`src/rtl/m_ext_pkg.sv`:
```
// Shared definitions for the RV32M execute-stage sequencer.
package m_ext_pkg;

  localparam int unsigned XLEN = 32;

  localparam logic [4:0] ALU_MUL    = 5'b01011;
  localparam logic [4:0] ALU_MULH   = 5'b01100;
  localparam logic [4:0] ALU_MULHSU = 5'b01101;
  localparam logic [4:0] ALU_MULHU  = 5'b01110;
  localparam logic [4:0] ALU_DIV    = 5'b01111;
  localparam logic [4:0] ALU_DIVU   = 5'b10000;
  localparam logic [4:0] ALU_REM    = 5'b10001;
  localparam logic [4:0] ALU_REMU   = 5'b10010;

  typedef enum logic [1:0] {
    MOP_MUL    = 2'b00,
    MOP_MULH   = 2'b01,
    MOP_MULHSU = 2'b10,
    MOP_MULHU  = 2'b11
  } mul_op_t;

  typedef enum logic [1:0] {
    DOP_DIV  = 2'b00,
    DOP_DIVU = 2'b01,
    DOP_REM  = 2'b10,
    DOP_REMU = 2'b11
  } div_op_t;

  typedef enum logic [1:0] {
    S_IDLE     = 2'b00,
    S_MUL_BUSY = 2'b01,
    S_DIV_BUSY = 2'b10,
    S_DONE     = 2'b11
  } m_state_t;

  // True for any opcode handled by the M unit.
  function automatic logic is_m_op(input logic [4:0] op);
    return (op >= ALU_MUL) && (op <= ALU_REMU);
  endfunction

endpackage

```
`src/rtl/m_div_special.sv`:
```
// Detects divide-by-zero and signed overflow, and forms the architectural
// result for those cases so the divider never has to be started.
module m_div_special #(
  parameter int unsigned XLEN = m_ext_pkg::XLEN
) (
  input  logic [1:0]      div_opcode,
  input  logic [XLEN-1:0] a,
  input  logic [XLEN-1:0] b,
  output logic            special,
  output logic [XLEN-1:0] result
);
  import m_ext_pkg::*;

  localparam logic [XLEN-1:0] MIN_NEG = {1'b1, {(XLEN-1){1'b0}}};

  logic b_zero;
  logic is_rem;
  logic is_signed;
  logic ovf;

  // Classify operands and pick the shortcut result.
  always_comb begin
    b_zero    = (b == '0);
    is_rem    = (div_opcode == DOP_REM) || (div_opcode == DOP_REMU);
    is_signed = (div_opcode == DOP_DIV) || (div_opcode == DOP_REM);
    ovf       = is_signed && (a == MIN_NEG) && (b == '1);
    special   = b_zero || ovf;
    result    = '0;
    if (b_zero) begin
      result = is_rem ? a : '1;
    end else if (ovf) begin
      result = is_rem ? '0 : MIN_NEG;
    end
  end

endmodule

```
`src/rtl/m_ext_sequencer.sv`:
```
// Execute-stage controller for the RV32M multiplier/divider: decodes the op,
// latches operands, starts the unit, stalls the pipeline and returns the result.
module m_ext_sequencer #(
  parameter int unsigned XLEN    = m_ext_pkg::XLEN,
  parameter int unsigned TIMEOUT = 80
) (
  input  logic            clk,
  input  logic            rst,
  input  logic            validE,
  input  logic            flushE,
  input  logic [4:0]      alu_opE,
  input  logic [XLEN-1:0] SrcAE,
  input  logic [XLEN-1:0] SrcBE,
  input  logic            mul_done,
  input  logic [XLEN-1:0] result_multiply,
  input  logic            div_done,
  input  logic [XLEN-1:0] result_divide,
  output logic            mul_start,
  output logic            div_start,
  output logic            unit_abort,
  output logic [1:0]      mul_opcode,
  output logic [1:0]      div_opcode,
  output logic [XLEN-1:0] operand1,
  output logic [XLEN-1:0] operand2,
  output logic            stallM,
  output logic            flagM,
  output logic [XLEN-1:0] result_m,
  output logic            timeout_err
);
  import m_ext_pkg::*;

  localparam int unsigned WDW = $clog2(TIMEOUT + 1);

  m_state_t        state;
  logic            is_m;
  logic            is_mul_op;
  mul_op_t         dec_mop;
  div_op_t         dec_dop;
  logic            div_special;
  logic [XLEN-1:0] div_special_res;
  logic [WDW-1:0]  wd_cnt;

  // Decode the ALU opcode into unit selection and unit-local opcodes.
  always_comb begin
    is_mul_op = 1'b0;
    dec_mop   = MOP_MUL;
    dec_dop   = DOP_DIV;
    case (alu_opE)
      ALU_MUL:    begin is_mul_op = 1'b1; dec_mop = MOP_MUL;    end
      ALU_MULH:   begin is_mul_op = 1'b1; dec_mop = MOP_MULH;   end
      ALU_MULHSU: begin is_mul_op = 1'b1; dec_mop = MOP_MULHSU; end
      ALU_MULHU:  begin is_mul_op = 1'b1; dec_mop = MOP_MULHU;  end
      ALU_DIV:    dec_dop = DOP_DIV;
      ALU_DIVU:   dec_dop = DOP_DIVU;
      ALU_REM:    dec_dop = DOP_REM;
      ALU_REMU:   dec_dop = DOP_REMU;
      default:    ;
    endcase
    is_m = validE && is_m_op(alu_opE);
  end

  m_div_special #(.XLEN(XLEN)) u_div_special (
    .div_opcode (dec_dop),
    .a          (SrcAE),
    .b          (SrcBE),
    .special    (div_special),
    .result     (div_special_res)
  );

  // Stall until DONE; the result is visible for exactly the DONE cycle.
  always_comb begin
    stallM = is_m && !flushE && (state != S_DONE);
    flagM  = (state == S_DONE) && !flushE;
  end

  // Sequencer FSM, operand/opcode latches, watchdog and result register.
  always_ff @(posedge clk or negedge rst) begin
    if (!rst) begin
      state       <= S_IDLE;
      mul_start   <= 1'b0;
      div_start   <= 1'b0;
      unit_abort  <= 1'b0;
      mul_opcode  <= '0;
      div_opcode  <= '0;
      operand1    <= '0;
      operand2    <= '0;
      result_m    <= '0;
      timeout_err <= 1'b0;
      wd_cnt      <= '0;
    end else begin
      mul_start  <= 1'b0;
      div_start  <= 1'b0;
      unit_abort <= 1'b0;
      case (state)
        S_IDLE: begin
          if (is_m && !flushE) begin
            operand1 <= SrcAE;
            operand2 <= SrcBE;
            wd_cnt   <= '0;
            if (is_mul_op) begin
              mul_opcode <= dec_mop;
              mul_start  <= 1'b1;
              state      <= S_MUL_BUSY;
            end else begin
              div_opcode <= dec_dop;
              if (div_special) begin
                result_m <= div_special_res;
                state    <= S_DONE;
              end else begin
                div_start <= 1'b1;
                state     <= S_DIV_BUSY;
              end
            end
          end
        end
        S_MUL_BUSY, S_DIV_BUSY: begin
          // Flush wins over a same-cycle done; returning to IDLE drops later dones.
          if (flushE) begin
            unit_abort <= 1'b1;
            state      <= S_IDLE;
          end else if ((state == S_MUL_BUSY) && mul_done) begin
            result_m <= result_multiply;
            state    <= S_DONE;
          end else if ((state == S_DIV_BUSY) && div_done) begin
            result_m <= result_divide;
            state    <= S_DONE;
          end else if (wd_cnt == WDW'(TIMEOUT - 1)) begin
            unit_abort  <= 1'b1;
            timeout_err <= 1'b1;
            result_m    <= '0;
            state       <= S_DONE;
          end else begin
            wd_cnt <= wd_cnt + 1'b1;
          end
        end
        S_DONE: begin
          state <= S_IDLE;
        end
        default: state <= S_IDLE;
      endcase
    end
  end

endmodule

```
`config.mk`:
```
export PLATFORM = sky130hd
export DESIGN_NAME = m_ext_sequencer
export DESIGN_NICKNAME = d
export VERILOG_FILES = /design/src/rtl/m_ext_pkg.sv /design/src/rtl/m_div_special.sv /design/src/rtl/m_ext_sequencer.sv
export SDC_FILE = /design/constraint.sdc
export NUM_CORES = 1
export LEC_CHECK = 0
export BUFFER_PORTS_ARGS = -buffer_cell sky130_fd_sc_hd__buf_2
export CORE_MARGIN = 1
export CORE_UTILIZATION = 48
export DETAILED_ROUTE_END_ITERATION = 6
export PLACE_DENSITY_LB_ADDON = 0.2
export SETUP_SLACK_MARGIN = 0.05
export SLEW_MARGIN = 15
export SYNTH_ARGS = -nofsm -noshare
export SYNTH_HDL_FRONTEND = slang
export SYNTH_SLANG_ARGS = --single-unit
```
`constraint.sdc`:
```
create_clock -name clk -period 2.9 [get_ports clk]
set_input_delay 0.29 -clock clk [delete_from_list [all_inputs] [get_ports clk]]
set_output_delay 0.29 -clock clk [all_outputs]
set_load 0.05 [all_outputs]
```
# Yosys cells after proc, flatten, opt, wreduce, memory -nomap -nowiden
# Cells that the tools add are included.
# totals
ff_bits,113
word_cells,110
inputBits,139
output_inout_bits,106
# classes
order_cmp,2
n_reduce_logical,26
add_sub_neg,1
muxes,41
bitwise,4
eq_ne,25
# op_table
operator,count
$mux W32,11
$eq A32 B32 Y1 const B,2
$pmux W32 S2,1
$mux W7,5
$logic_not A32 Y1,1
$eq A5 B4 Y1 const B,4
$pmux W2 S3,3
$ne A2 B2 Y1 const B,8
$eq A5 B5 Y1 const B,3
$mux W1,14
$pmux W7 S2,1
$mux W2,6
$reduce_and A6 Y1,2
$logic_and A1 B1 Y1,9
$eq A2 B2 Y1 const B,4
$add A7 B1 Y7 const B,1
$eq A7 B7 Y1 const B,1
$reduce_and A3 Y1,2
$ge A5 B4 Y1 const B,1
$le A5 B5 Y1 const B,1
$ne A5 B5 Y1 const B,1
$reduce_and A5 Y1,1
$logic_not A2 Y1,2
$ne A4 B4 Y1 const B,1
other kinds (8),14

# Depth between registers and ports, before layout
# Gate-level depths: netlist (run 1).
# logic_depth
ltp_word,12
ltp_mapped,9
mapped_depth_nobuf,8

# Cells and area by module
# Synthesis (run 1) repeated with hierarchy kept, for this count alone.
# unflattened
hier_cells,704
area_unflattened_um2,6229.7
# by_module_without_submodules
mod,n_inst,area_each_um2,cells_each
m_ext_sequencer,1,5636.7,595
m_div_special,1,593.1,109

# Least setup slack after synthesis (run 1)
# Ideal clock, no wire load.
# synth_path
path_type,in2reg
from,input port SrcBE[8]
to,register result_m[10]
stages,7
arrival_ps,1977
path_buffers,1
path_slack_ps,798
cell_sequence,nand4_1 > or4_1 > nor3_2 > nand3_1 > a21oi_4 > buf_6 > mux2_4
# synth_between
elab_chain_cells,8
word_cells_on_any_way,12
# synth_lines
element,line_no,source
start: declaration,m_ext_sequencer.sv:13,"input logic [XLEN-1:0] SrcBE,"
$eq A32 B32 Y1,m_div_special.sv:26,ovf = is_signed && (a == MIN_NEG) && (b == '1);
$logic_and A1 B1 Y1,m_div_special.sv:26,
$mux W32,m_div_special.sv:31,end else if (ovf) begin
$mux W32,m_div_special.sv:29,if (b_zero) begin
$mux W32,m_ext_sequencer.sv:106,if (div_special) begin
$mux W32,m_ext_sequencer.sv:100,if (is_mul_op) begin
$mux W32,m_ext_sequencer.sv:96,if (is_m && !flushE) begin
$pmux W32 S2,m_ext_sequencer.sv:94,case (state)
end signal: assignment,m_ext_sequencer.sv:107,result_m <= div_special_res;
end signal: assignment,m_ext_sequencer.sv:122,result_m <= result_multiply;
end signal: assignment,m_ext_sequencer.sv:125,result_m <= result_divide;
end: declaration,m_ext_sequencer.sv:27,"output logic [XLEN-1:0] result_m,"
# Several ways; a longest one is shown, not always the timed one. The select of a mux whose other input is x is not followed.
# A chain may end at the register's enable or synchronous reset.

# Final worst setup path (run 1)
# layout_path
from,register state[0]
to,register wd_cnt[5]
# layout_between
elab_chain_cells,4
word_cells_on_any_way,14
# layout_lines
element,line_no,source
start: declaration,m_ext_sequencer.sv:34,m_state_t state;
start signal: assignment,m_ext_sequencer.sv:79,state <= S_IDLE;
start signal: assignment,m_ext_sequencer.sv:103,state <= S_MUL_BUSY;
start signal: assignment,m_ext_sequencer.sv:108,state <= S_DONE;
$eq A2 B1 Y1 or $eq A2 B2 Y1 (tied branches),"m_ext_sequencer.sv:94, m_ext_sequencer.sv:121, m_ext_sequencer.sv:124",
$reduce_or A2 Y1 (tied with other cells),m_ext_sequencer.sv:94,
$ne A2 B2 Y1 (no source line) or $reduce_bool A2 Y1 (tied branches),-,
$reduce_and A6 Y1 (no source line),-,
end signal: assignment,m_ext_sequencer.sv:133,wd_cnt <= wd_cnt + 1'b1;
end: declaration,m_ext_sequencer.sv:41,logic [WDW-1:0] wd_cnt;
# Several ways; a longest one is shown, not always the timed one.

==> results of run 1 <==
-- metal layers --
layer  part of all wire (%)  vias to the layer above  global-route usage (%)
li1                       -                     2216                       -
met1                     42                     2340                    34.2
met2                     49                      221                    46.4
met3                    6.6                       34                    6.58
met4                    2.4                        0                    12.1
met5                      0                        -                       0
-- cells in the mapped netlist, types with 2 or more instances --
cell type | instances | area, µm²
nor2b_1 | 3 | 18.8
buf_2 | 7 | 35.0
nand3b_1 | 2 | 15.0
buf_6 | 3 | 33.8
ha_1 | 6 | 75.1
nor2_1 | 39 | 146
a22oi_1 | 32 | 240
nand3_1 | 9 | 45.0
nand4_1 | 7 | 43.8
mux2_1 | 2 | 22.5
nand2b_1 | 5 | 31.3
a22o_1 | 5 | 43.8
dfrtp_1 | 113 | 2830
nor4_1 | 12 | 75.1
clkbuf_1 | 19 | 71.3
inv_1 | 5 | 18.8
o41ai_1 | 2 | 17.5
o21ai_0 | 42 | 210
and3_1 | 2 | 12.5
a21oi_1 | 4 | 20.0
mux2_4 | 30 | 450
a211oi_1 | 2 | 15.0
nand2_1 | 17 | 63.8
mux2_2 | 66 | 743
nor4b_1 | 5 | 43.8
and4_1 | 2 | 17.5
-- repair_timing --
action / in CTS / in global routing
hold endpoints to repair: 53 / 0
hold buffers: 1 / 0
gates resized for setup: 0 / 1
setup endpoints to repair: 0 / 1
-- worst paths after layout --
kind                        startpoint      endpoint  slack [ns]  depth (start not counted)
max in group asynchronous          rst  operand1[24]        1.65                          3
max reg2reg                   state[0]     wd_cnt[5]        0.32                          8
min reg2reg                result_m[0]   result_m[0]        0.49                          1
min in group asynchronous          rst  result_m[19]        0.47                          2
min                          SrcBE[23]  operand2[23]        0.15                          2
max                           state[0]     wd_cnt[5]        0.32                          8
-- final cells by class --
cell class,count,share of cell area (%)
tap,140,2.32
timing repair buffer,253,17.8
clock inverter,5,0.996
clock buffer,25,6.84
inverter,5,0.249
multi-input combinational,320,34.3
sequential,113,37.5
-- where the power goes --
part | total, µW | leakage [µW] | switching [µW] | internal (µW)
Sequential | 2430 | 0.00145 | 300 | 2130
Combinational | 4250 | 0.00209 | 2920 | 1330
Clock | 2060 | 0.000295 | 677 | 1390
Total | 8740 | 0.00383 | 3890 | 4850
-- stage by stage --
step	setup WS, ns	power (µW)
after global routing	0.141	9110
final	0.316	8740
after CTS	0.270	8790
after floorplan	0.798	5660
after global placement	0.458	6590
after detailed placement	0.283	6690
-- sequential cells by signal (all words and copies together), names as in the netlist --
name	cells
operand1	32
operand2	32
mul_start	1
div_start	1
wd_cnt	7
mul_opcode	2
timeout_err	1
state	2
div_opcode	2
result_m	32
unit_abort	1
-- cell families after synthesis --
logic type | after synthesis | synth area share, %
flip-flops | 113 | 50.8
buffers and inverters | 34 | 2.86
adder cells (fa/ha/maj) | 6 | 1.35
multiplexers | 99 | 22.0
AO/OA/AOI/OAI | 99 | 11.6
XOR/XNOR | 2 | 0.315
AND/OR/NAND/NOR | 114 | 11.0
==> summary.txt, run 1 <==
largest net degree at the start of global routing: 61
port bufs: 244
Setup CP Type: reg2reg
ys async rst share: 100%
Post-synth EDFFs: 0
CTS tree: built
post-route insts no fill: 861
overall die area: 0.0120 mm²
CP arrival: 2.93 ns
post-route antenna net violation count: 0
RSZ-0062 raised after global routing: false
Total Wirelength: 16200 µm
Startpoint Class: flip-flop
sequential area share after synthesis: 50.8%
WP data required: 3.24 ns
HPWL after DPL: 11800 µm
commonest non-fill, non-tap cell in the layout: buf_2
Clock Latency Late Sink: 0.41 ns
diode count: 0
Power Density: 1160 mW/mm²
GPL Wtd Cong: 0.809
design area: 0.00754 mm²
hold_ws: 0.149 ns
Setup TNS: 0 ns
multi-input logic area: 0.00258 mm²
Total GRT Usage: 27.7%
fin. max-slew vios: 0
Layout fillers: 838
postcts setup bufs: 0
CTS Buf Count: 17
Worst path slowest cell: ha_2
vias in the first global route: 4802
Area growth syn-to-layout: 35.5%
Core Area: 0.0111 mm²
global-route wire length before repair: 24700 µm
clock sinks: 113
sequential cell area: 0.00283 mm²
Hold Vio Cnt, Final: 0
Gate Count Post-Synth: 467
Max Root-Sink Buffers: 2
wire per inst: 18.9 µm
Leakage: 0.00383 µW
IO Pins: 245
Post-DP Area: 0.00694 mm²
period utilization: 89.1%
routed via count: 4811
syn nets: 612
Slowest Stage Delay on Critical Path: 0.48 ns
crit-path leading delay family: compound AO/OA/AOI/OAI gates
commonest non-fill, non-tap cells in the layout: buf_2 (243), dfrtp_1 (113), mux2_2 (66), o21ai_0 (42), nor2_1 (39)
initial antenna violation count: 0
WP buf/inv: 1
crit-path cells: inv_1 -> ha_2 -> a21boi_0 -> o211ai_1 -> o22ai_1 -> nand2_1 -> o21ai_0 -> a22o_1
fin nets: 855
row cnt: 38
GR Overflow Total: 0
number of max-cap violations: 0
post-layout util: 68.1%
Vias per Instance: 5.59
DIE WIDTH: 110 µm
Tmin final: 2.58 ns
layout cells sized above 1: 53.4%
final setup vio count: 0
worst min path class: in2reg
Mapped Area: 0.00556 mm²
outcome: completed
DR pass1 iterations: 4
initial DRC count: 289
Starting Density: 50.2%
# DRC: 0
achievable clock frequency: 0.387 GHz
ys flop type: dfrtp_1
clk_skew: 0.00704 ns
Reg clk slew, reported paths: 0.05 ns
htree depth: 4
slew at the pin closest to its max-slew limit: 0.867 ns
worst rel slew slack: 42.2%
#FFs+latches synth: 113
syn_area_per_cell: 11.9 µm²
Synth cell types: 52
synth warn: 0
Die Ht: 110 µm
placed cells: 830
crit end category: flip-flop
Peak VDD IR: 0.774 mV
CP max FO: 14
clock root buffer: clkbuf_16
Note: power is estimated with default switching activity, not from simulation.
==> inputs of run 2 (changes only) <==
--- a/config.mk
+++ b/config.mk
@@ -9,7 +9,7 @@
 export CORE_MARGIN = 1
 export CORE_UTILIZATION = 48
 export DETAILED_ROUTE_END_ITERATION = 6
-export PLACE_DENSITY_LB_ADDON = 0.2
+export PLACE_DENSITY = 0.83
 export SETUP_SLACK_MARGIN = 0.05
 export SLEW_MARGIN = 15
 export SYNTH_ARGS = -nofsm -noshare
==> summary.txt, run 2 (synthesis results as in run 1) <==
pre-CTS setup slack: 0.385 ns
IO Pins: 245
total internal power: 4870 µW
crit-path leading delay family: compound AO/OA/AOI/OAI gates
CP arrival: 2.78 ns
clock power share: 23.8%
total power: 8830 µW
clock root buffer: clkbuf_16
postcts setup bufs: 0
final setup vio count: 0
Total GRT Usage: 29.1%
wire per inst: 20.0 µm
slew at the pin closest to its max-slew limit: 0.958 ns
clock sinks: 113
Slowest Stage Delay on Critical Path: 0.43 ns
CP max FO: 11
WP buf/inv: 1
HPWL after DPL: 12400 µm
Reg clk slew, reported paths: 0.05 ns
Startpoint Class: flip-flop
Power Density: 1170 mW/mm²
Worst path slowest cell: ha_1
DIE WIDTH: 110 µm
Area growth syn-to-layout: 35.6%
Switching Share: 44.8%
post-CTS sizing: 0
CTS Buf Count: 17
Starting Density: 50.2%
Total Wirelength: 17300 µm
Core Area: 0.0111 mm²
GPL Wtd Cong: 0.873
Vias per Instance: 5.72
fin. max-slew vios: 0
CTS tree: built
number of max-cap violations: 0
post-route antenna net violation count: 0
Leakage: 0.00383 µW
Clock Latency Late Sink: 0.42 ns
Tmin final: 2.52 ns
routed via count: 4957
Psw: 3960 µW
Peak VDD IR: 0.869 mV
Hold Vio Cnt, Final: 0
initial antenna violation count: 5
commonest non-fill, non-tap cells in the layout: buf_2 (243), dfrtp_1 (113), mux2_2 (66), o21ai_0 (42), nor2_1 (39)
final worst setup slack: 0.377 ns
commonest non-fill, non-tap cell in the layout: buf_2
Setup TNS: 0 ns
Layout fillers: 825
crit end category: flip-flop
outcome: completed
htree depth: 4
fin nets: 854
DR pass1 iterations: 5
WP data required: 3.15 ns
# DRC: 0
sequential share of power: 27.5%
worst rel slew slack: 36.1%
vias in the first global route: 5027
row cnt: 38
Die Ht: 110 µm
layout cells sized above 1: 52.9%
hold_ws: 0.144 ns
port bufs: 244
global-route wire length before repair: 25900 µm
initial DRC count: 422
crit-path cells: inv_1 -> ha_1 -> a21boi_0 -> o211ai_1 -> o22ai_1 -> nand2_1 -> nand2_1 -> o21ai_0
biggest regs: operand1 x32, operand2 x32, result_m x32
Setup CP Type: reg2reg
Max Root-Sink Buffers: 2
Combinational Power Share: 48.7%
clk_skew: 0.00975 ns
period utilization: 87.0%
overall die area: 0.0120 mm²
achievable clock frequency: 0.396 GHz
largest net degree at the start of global routing: 63
GR Overflow Total: 0
RSZ-0062 raised after global routing: false
worst min path class: in2reg
Worst path most repeated cell: nand2_1
[run 2: cell types whose count changed in the layout (fill, tap and decap cells not counted)]
cell / change
or2_2: +1
diode_2: +4
buf_4: -1
clkbuf_1: +3
ha_1: +1
or2_4: -1
ha_2: -1
clkinv_2: -1
[run 2: worst paths after layout]
path                       slack (ns)  depth (start not counted)   startpoint            to
setup / recovery                 0.38                          8     state[0]     wd_cnt[0]
hold / removal                   0.14                          2    SrcAE[27]  operand1[27]
setup reg to reg                 0.38                          8     state[0]     wd_cnt[0]
hold reg to reg                  0.48                          1  timeout_err   timeout_err
max in group asynchronous        1.64                          3          rst     wd_cnt[4]
min in group asynchronous        0.46                          2          rst  operand2[14]
[run 2: timing repair]
item / CTS / global route
endpoints found under the hold margin: 51 / 0
setup endpoints to repair: 0 / 0
hold buffers: 1 / 0
[run 2: power by group through the flow]
stage / Sequential, µW / Combinational (µW) / Clock [µW]
6_report: 2430 / 4300 / 2100
5_1_grt: 2500 / 4510 / 2190
3_3_place_gp: 2400 / 4180 / 0
3_5_place_dp: 2440 / 4270 / 0
2_1_floorplan: 4170 / 1490 / 0
4_1_cts: 2430 / 4300 / 2110
[run 2: stage by stage]
step	std cells	utilization (%)	instance area, µm²
CTS	862	68.0	7530
floorplan	467	-	5560
finish	866	68.1	7540
global placement	829	62.5	6930
detailed placement	829	62.5	6930
global route	865	68.1	7540
[run 2: per-layer routing]
| layer | track usage, % | routed length, µm |
|---|---|---|
| met5 | 0 | 13 |
| met4 | 13.3 | 503 |
| met3 | 8.48 | 1280 |
| met2 | 50.2 | 8860 |
| met1 | 33.4 | 6660 |
[run 2: final cells by class]
type                       count  area, µm²  share of cell area, %
antenna                        4       10.0                  0.133
clock buffer                  28        527                   6.98
clock inverter                 4       70.1                  0.929
inverter                       5       18.8                  0.249
multi-input combinational    320       2580                   34.2
sequential                   113       2830                   37.5
tap                          140        175                   2.32
timing repair buffer         252       1340                   17.7
==> inputs of run 3 (changes only) <==
==> constraint.sdc (replaced) <==
create_clock -name clk -period 2.6 [get_ports clk]
set_input_delay 0.26 -clock clk [delete_from_list [all_inputs] [get_ports clk]]
set_output_delay 0.26 -clock clk [all_outputs]
set_load 0.05 [all_outputs]
==> summary.txt, run 3 (synthesis results as in run 1) <==
Startpoint Class: flip-flop
Total Wirelength: 17400 µm
routed via count: 5042
GPL Wtd Cong: 0.840
CTS Buf Count: 17
hold-fix buffers at CTS: 1
Peak VDD IR: 0.809 mV
largest net degree at the start of global routing: 56
initial DRC count: 455
hold_ws: 0.118 ns
row cnt: 38
outcome: completed
WP data required: 2.89 ns
CP max FO: 32
clock sinks: 113
Clock Latency Late Sink: 0.41 ns
final setup vio count: 0
vias in the first global route: 5117
Slowest Stage Delay on Critical Path: 0.41 ns
period utilization: 85.5%
overall die area: 0.0120 mm²
IO Pins: 245
commonest non-fill, non-tap cells in the layout: buf_2 (243), dfrtp_1 (113), mux2_2 (66), o21ai_0 (42), nor2_1 (39)
final worst setup slack: 0.378 ns
number of max-cap violations: 0
Worst path slowest cell: dfrtp_1
Leakage: 0.00387 µW
Vias per Instance: 5.81
pre-CTS setup slack: 0.153 ns
Max Root-Sink Buffers: 2
Starting Density: 50.2%
achievable clock frequency: 0.450 GHz
post-CTS sizing: 0
clk_skew: 0.00644 ns
Tmin final: 2.22 ns
commonest non-fill, non-tap cell in the layout: buf_2
Area growth syn-to-layout: 37.2%
wire per inst: 20.1 µm
Setup CP Type: reg2reg
DIE WIDTH: 110 µm
slew at the pin closest to its max-slew limit: 0.607 ns
HPWL after DPL: 12600 µm
fin. max-slew vios: 0
CP arrival: 2.52 ns
postcts setup bufs: 0
Core Area: 0.0111 mm²
setup slack, reg-to-reg: 0.38 ns
Total GRT Usage: 29.3%
Die Ht: 110 µm
# DRC: 0
worst min path class: in2reg
post-route insts no fill: 868
GR Overflow Total: 0
biggest regs: operand1 x32, operand2 x32, result_m x32
Hold Vio Cnt, Final: 0
Setup TNS: 0 ns
Reg clk slew, reported paths: 0.05 ns
worst rel slew slack: 59.0%
RSZ-0062 raised after global routing: false
clock root buffer: clkbuf_16
crit end category: flip-flop
post-route antenna net violation count: 0
htree depth: 4
initial antenna violation count: 2
Power Density: 1310 mW/mm²
fin nets: 859
post-layout util: 68.9%
DR pass1 iterations: 5
global-route wire length before repair: 26200 µm
port bufs: 244
layout cells sized above 1: 53.9%
CTS tree: built
placed cells: 834
Worst path most repeated cell: buf_4
crit-path cells: inv_1 -> ha_1 -> buf_4 -> and3_1 -> buf_4 -> a22oi_1 -> o21ai_0 -> mux2_4
## run 3: layout make-up
type	instances	area (µm²)
clock buffer	20	467
timing repair buffer	257	1400
fill	801	3450
inverter	5	18.8
tap	140	175
sequential	113	2830
antenna	2	5.00
clock inverter	11	160
multi-input combinational	320	2580
## run 3: worst max-delay path, delay by kind of cell (launching register included)
kind	cells	cell delay (ns)
buffers and inverters	3	0.53
muxes	1	0.27
adders and majority gates	1	0.31
and+or+nand+nor	1	0.15
DFF	1	0.41
AOI/OAI and AO/OA	2	0.41
## run 3: final timing paths
kind,endpoint,depth (start not counted),startpoint
min reg2reg,div_opcode[1],2,div_opcode[1]
min in group asynchronous,operand2[15],2,rst
max reg2reg,result_m[10],8,state[0]
max,result_m[10],8,state[0]
min,operand1[0],2,SrcAE[0]
max in group asynchronous,result_m[2],3,rst
## run 3: report_power, final
part / leakage, µW / total [µW] / switching (µW) / internal (µW)
clock network: 0.000307 / 2460 / 793 / 1660
registers: 0.00145 / 2710 / 337 / 2380
logic: 0.00212 / 4860 / 3300 / 1560
## run 3: per-stage QoR
stage	total power, µW	cell area (µm²)
after CTS	10100	7630
after global routing	10400	7630
after floorplan	6310	5560
final	10000	7630
after detailed placement	7560	6990
after global placement	7430	6990
## run 3: metal layers
metal  track usage, %  share of wire [%]  up-vias
met2             49.6                 50      253
met3             8.30                7.5       57
met5                0                  0        -
met4             16.4                3.7        0
met1             33.2                 38     2501
li1                 -                  -     2231
